### src/rtl/nbit_shift_register.sv
// rtl/nbit_shift_register.sv - universal shift register with bit counter for UART TX/RX framing
// Parallel load or arm starts a WIDTH-bit frame; busy/done track the frame.

module nbit_shift_register #(
  parameter int               WIDTH     = 8,
  parameter logic [WIDTH-1:0] PRELOAD   = '0,
  parameter bit               LSB_FIRST = 1'b1,
  parameter int               CNT_W     = $clog2(WIDTH + 1)
) (
  input  logic             clk,
  input  logic             clr,
  input  logic [WIDTH-1:0] d,
  input  logic             ld,
  input  logic             arm,
  input  logic             shift_en,
  input  logic             sin,
  output logic [WIDTH-1:0] q,
  output logic             sout,
  output logic             busy,
  output logic             done
);

  localparam logic [CNT_W-1:0] FULL_COUNT = CNT_W'(WIDTH);
  localparam logic [CNT_W-1:0] LAST_COUNT = CNT_W'(1);

  logic [CNT_W-1:0] count;
  logic [WIDTH-1:0] q_shift;

  // Bit order fixes both the shift direction and which end of q is on the wire.
  generate
    if (LSB_FIRST) begin : g_lsb_first
      assign q_shift = {sin, q[WIDTH-1:1]};
      assign sout    = q[0];
    end else begin : g_msb_first
      assign q_shift = {q[WIDTH-2:0], sin};
      assign sout    = q[WIDTH-1];
    end
  endgenerate

  always_ff @(posedge clk) begin
    if (clr) begin
      q     <= PRELOAD;
      count <= '0;
      busy  <= 1'b0;
      done  <= 1'b0;
    end else if (ld) begin
      q     <= d;
      count <= FULL_COUNT;
      busy  <= 1'b1;
      done  <= 1'b0;
    end else if (arm) begin
      count <= FULL_COUNT;
      busy  <= 1'b1;
      done  <= 1'b0;
    end else if (shift_en && busy) begin
      q     <= q_shift;
      count <= count - LAST_COUNT;
      if (count == LAST_COUNT) begin
        busy <= 1'b0;
        done <= 1'b1;
      end else begin
        done <= 1'b0;
      end
    end else begin
      done <= 1'b0;
    end
  end

endmodule

### config.mk
export PLATFORM = sky130hd
export DESIGN_NAME = nbit_shift_register
export DESIGN_NICKNAME = d
export VERILOG_FILES = /design/src/rtl/nbit_shift_register.sv
export SDC_FILE = /design/constraint.sdc
export NUM_CORES = 1
export LEC_CHECK = 0
export ABC_AREA = 1
export CORE_MARGIN = 8
export CORE_UTILIZATION = 45
export DETAILED_ROUTE_END_ITERATION = 16
export PLACE_DENSITY_LB_ADDON = 0.2
export REMOVE_ABC_BUFFERS = 1
export SLEW_MARGIN = 40
export SYNTH_ARGS = -nofsm -noshare
export SYNTH_HDL_FRONTEND = slang
export SYNTH_SLANG_ARGS = --single-unit
### constraint.sdc
create_clock -name clk -period 2.07 [get_ports clk]
set_clock_uncertainty 0.2 [all_clocks]
set_input_delay 0.207 -clock clk [delete_from_list [all_inputs] [get_ports clk]]
set_output_delay 0.207 -clock clk [all_outputs]
set_load 0.02 [all_outputs]
# Yosys cells after proc, flatten, opt, wreduce, memory -nomap -nowiden
# Cells that the tools add are included.
[classes]
n_mux = 11
addsub = 1
n_reduce_logical = 8
bitwise = 1
eq_ne = 2
[op_table]
columns = ["op", "n"]
rows = [
  ["8-bit two-way mux", 3],
  ["4-bit two-way mux", 3],
  ["3-bit nonzero test", 2],
  ["1-bit two-way mux", 5],
  ["4-bit by 1-bit equality test with 1-bit output (second input constant)", 1],
  ["2-bit AND reduction", 2],
  ["4-bit OR reduction", 1],
  ["4-bit by 1-bit subtractor with 4-bit output (second input constant)", 1],
  ["3-bit OR reduction", 1],
  ["2-bit inequality test (second input constant)", 1],
  ["2-bit nonzero test", 1],
  ["1-bit logical AND", 1],
  ["1-bit NOT", 1],
]
[totals]
output_inout_bits = 11
regBits = 14
wordCells = 28

# Longest topological paths before layout
[logic_depth]
ltp_word = 5
depth_mapped = 6
mapped_depth_nobuf = 6

# Worst setup path before layout
# No wires, ideal clock.
[synth_path]
path_type = "reg2reg"
start = "register busy"
end = "register q[0]"
path_slack_ps = 813
setup_ps = 70
arrival_ps = 988
required_ps = 1800
path_stages_with_launch = 5
period_less_slack_ps = 1257
n_path_buf = 0
path_cell_list = "dfxtp_1 nand2_2 o21ai_4 nand2_1 a21oi_1"
[synth_between]
elab_chain_len = 3
[synth_lines]
columns = ["element", "line_no", "text"]
rows = [
  ["from (decl)", "19", "output logic busy,"],
  ["from (signal assigned)", "44", "busy <= 1'b0;"],
  ["from (signal assigned)", "49", "busy <= 1'b1;"],
  ["from (signal assigned)", "53", "busy <= 1'b1;"],
  ["1-bit logical AND", "55", "end else if (shift_en && busy) begin"],
  ["2-bit nonzero test (no source line)", "-", ""],
  ["2-bit AND reduction (no source line)", "-", ""],
  ["to (signal assigned)", "56", "q <= q_shift;"],
  ["to (decl)", "17", "output logic [WIDTH-1:0] q,"],
]
# No other way between the ends.
# A chain may end at the register's enable or synchronous reset.

# Final worst setup path
[layout_path]
start = "register busy"
end = "output port busy"
# No word-level cell between the ends.

==> flow_summary.toml <==
[placed_design]
place_worst_setup_slack_ns = 0.433
gp_congestion = 0.815
port_buffers = 24
dp_hpwl_um = 1240
placed_cells = 138

[logic_synthesis]
synthArstFlopShare = 0
avgSynthCellArea_um2 = 6.76
synth.area.top_cells = "dfxtp_1, nand2_1, a21oi_1, inv_1, nor2_1"
seq_area_frac_synth = 0.415
synth_top_area_share = 0.415
synth.largest_area_cell = "dfxtp_1"
netlist_area_um2 = 676
synthCells = 100
synth_warnings = 0
synthFlopType = "dfxtp_1"
synth-seq-cells = 14
synth.distinct_cells = 13
yosys-top-cells-count = "nand2_1, dfxtp_1, a21oi_1, inv_1, nor2_1"
synth_most_common_cell = "nand2_1"
synth_edf_count = 0

[sta]
final.setup.tns_ns = 0
worst_pin_slew_ns = 0.338
grt_setup_unrepaired = "no"
slew_headroom = 0.775
drv_slew = 0
fin_ws_ns = 0.361
final_hold_viol_count = 0
max_freq_mhz = 585
setup_viol = 0
fin_crit_ns = 1.71
hold_slack_ns = 0.285
fin_crit_sh = 0.825

[global_route]
grt_antenna_before_repair = 0
grt_max_degree = 11
grt_pass1_vias = 639
gr-total-overflow = 0
grt_pass1_wl_um = 2640
grt_util_all_layers = 0.119

[critical_path]
cp.buffers_inverters = 1
path_max_fanout = 3
r2r_start = "busy$_SDFFE_PP0P_"
worstPathArrival_ns = 1.30
cp_top_family = "buffers and inverters"
critPathLaunch = "busy$_SDFFE_PP0P_"
required_ns = 1.66
worst_path_largest_cell_delay_ns = 0.64
crit_type = "reg -> out"
crit_chain = "clkdlybuf4s50_1"
startpoint_type = "register"
cpMaxStageDelayCell = "clkdlybuf4s50_1"
critPathCaptureType = "output port"

[cts]
htree_levels = 1
cts_resized = 0
clk_path_buf_depth = 2
root_buffer = "clkbuf_4"
holdBufCountCts = 0
cts_tree = "done"
clock_latency_ns = 0.29
cts_setup_buffers = 0
clk_pin_slew_ns = 0.08
clock_sinks = 14
cts_made_buffers = 3

[floorplan]
die-area_mm2 = 0.00300
fp.dieW_um = 54.8
start_util = 0.465
die_h_um = 54.8
core_mm2 = 0.00145
pin_count = 25
rows = 14

[job]
drv_cap = 0

[detailed_routing]
dr.first_iter.drc_count = 16
vias = 684
wl_um = 1680
drt-wirelength-per-cell_um = 11.8
drt_pass1_iterations = 4
drc = 0
ant_nets = 0
viasPerCell = 4.82

[min_path]
hold_path.startpoint = "q[0]$_SDFFE_PP0P_"
hold_path_class = "reg -> reg"

[cells_and_area]
fillerInstances = 132
layout-drive-gt1-share = 0.0714
multi_input_comb_area_um2 = 334
final_nets = 143
antennaDiodeCount = 0
stdcell_count = 142
regArea_um2 = 280
area_growth_pct = 42.0

[pwr]
power.total_uw = 618
peakVddDrop_uv = 432
p_leak_uw = 0.000411
cellPowerDensity_mw_per_mm2 = 643

[run_status]
outcome = "completed"
==> worst reg2reg max path, stage by stage (launching register included) <==
cell and delay [ns]:
dfxtp_1 0.34, nand2_2 0.16, nor2_2 0.05, nor2_2 0.28
nand2_1 0.09, a21oi_1 0.14
==> layout make-up <==
cell class	count	area share
Inverter	11	0.0430
Clock buffer	4	0.0378
Timing Repair Buffer	25	0.258
Sequential cell	14	0.292
Multi-Input combinational cell	72	0.348
Tap cell	16	0.0209
==> sequential cells by signal, indices dropped and copies added (netlist names) <==
| register | count |
|---|---|
| busy | 1 |
| count | 4 |
| done | 1 |
| q | 8 |
==> per-stage QoR <==
step | utilization | instance area, um^2
finish | 0.660 | 960
global route | 0.660 | 960
CTS | 0.660 | 960
detailed placement | 0.635 | 923
global placement | 0.635 | 923
floorplan | - | 656
==> cells in the final DEF (no fill, tap or decap) <==
cell type | synthesis | routed
clkbuf_4 | 0 | 3
clkdlybuf4s50_1 | 0 | 24
inv_1 | 11 | 11
ha_1 | 2 | 2
a21oi_1 | 11 | 11
nor2_2 | 2 | 2
nand3_1 | 2 | 2
o21ai_0 | 8 | 8
nor2_1 | 11 | 11
clkbuf_8 | 0 | 1
o21ai_4 | 1 | 1
dfxtp_1 | 14 | 14
buf_4 | 2 | 1
nand2_2 | 1 | 1
nand2_1 | 34 | 34
==> metal layers <==
metal | wire length (um) | GRT usage | share of wire
met3 | 138 | 0.0380 | 0.082
met2 | 779 | 0.196 | 0.46
met1 | 721 | 0.130 | 0.43
met4 | 38 | 0.0738 | 0.023
met5 | 0 | 0 | 0
==> logic make-up after synthesis <==
family / Yosys count / synth area share
adder cells (fa/ha/maj): 2 / 0.0370
AO/OA/AOI/OAI: 20 / 0.165
AND/OR/NAND/NOR: 50 / 0.293
buffers and inverters: 14 / 0.0907
flip-flops: 14 / 0.415
==> report_power, final <==
group          internal (uW)  switching [uW]
clock                    107            94.2
combinational           60.6            63.3
sequential               283            9.57
==> final timing paths <==
check,to,slack (ns),cells past startpoint
setup / recovery,busy,0.36,1
hold / removal,q[0]$_SDFFE_PP0P_,0.28,2
setup reg to reg,q[1]$_SDFFE_PP0P_,0.74,5
hold reg to reg,q[0]$_SDFFE_PP0P_,0.28,2
(Power assumes the default switching activity.)
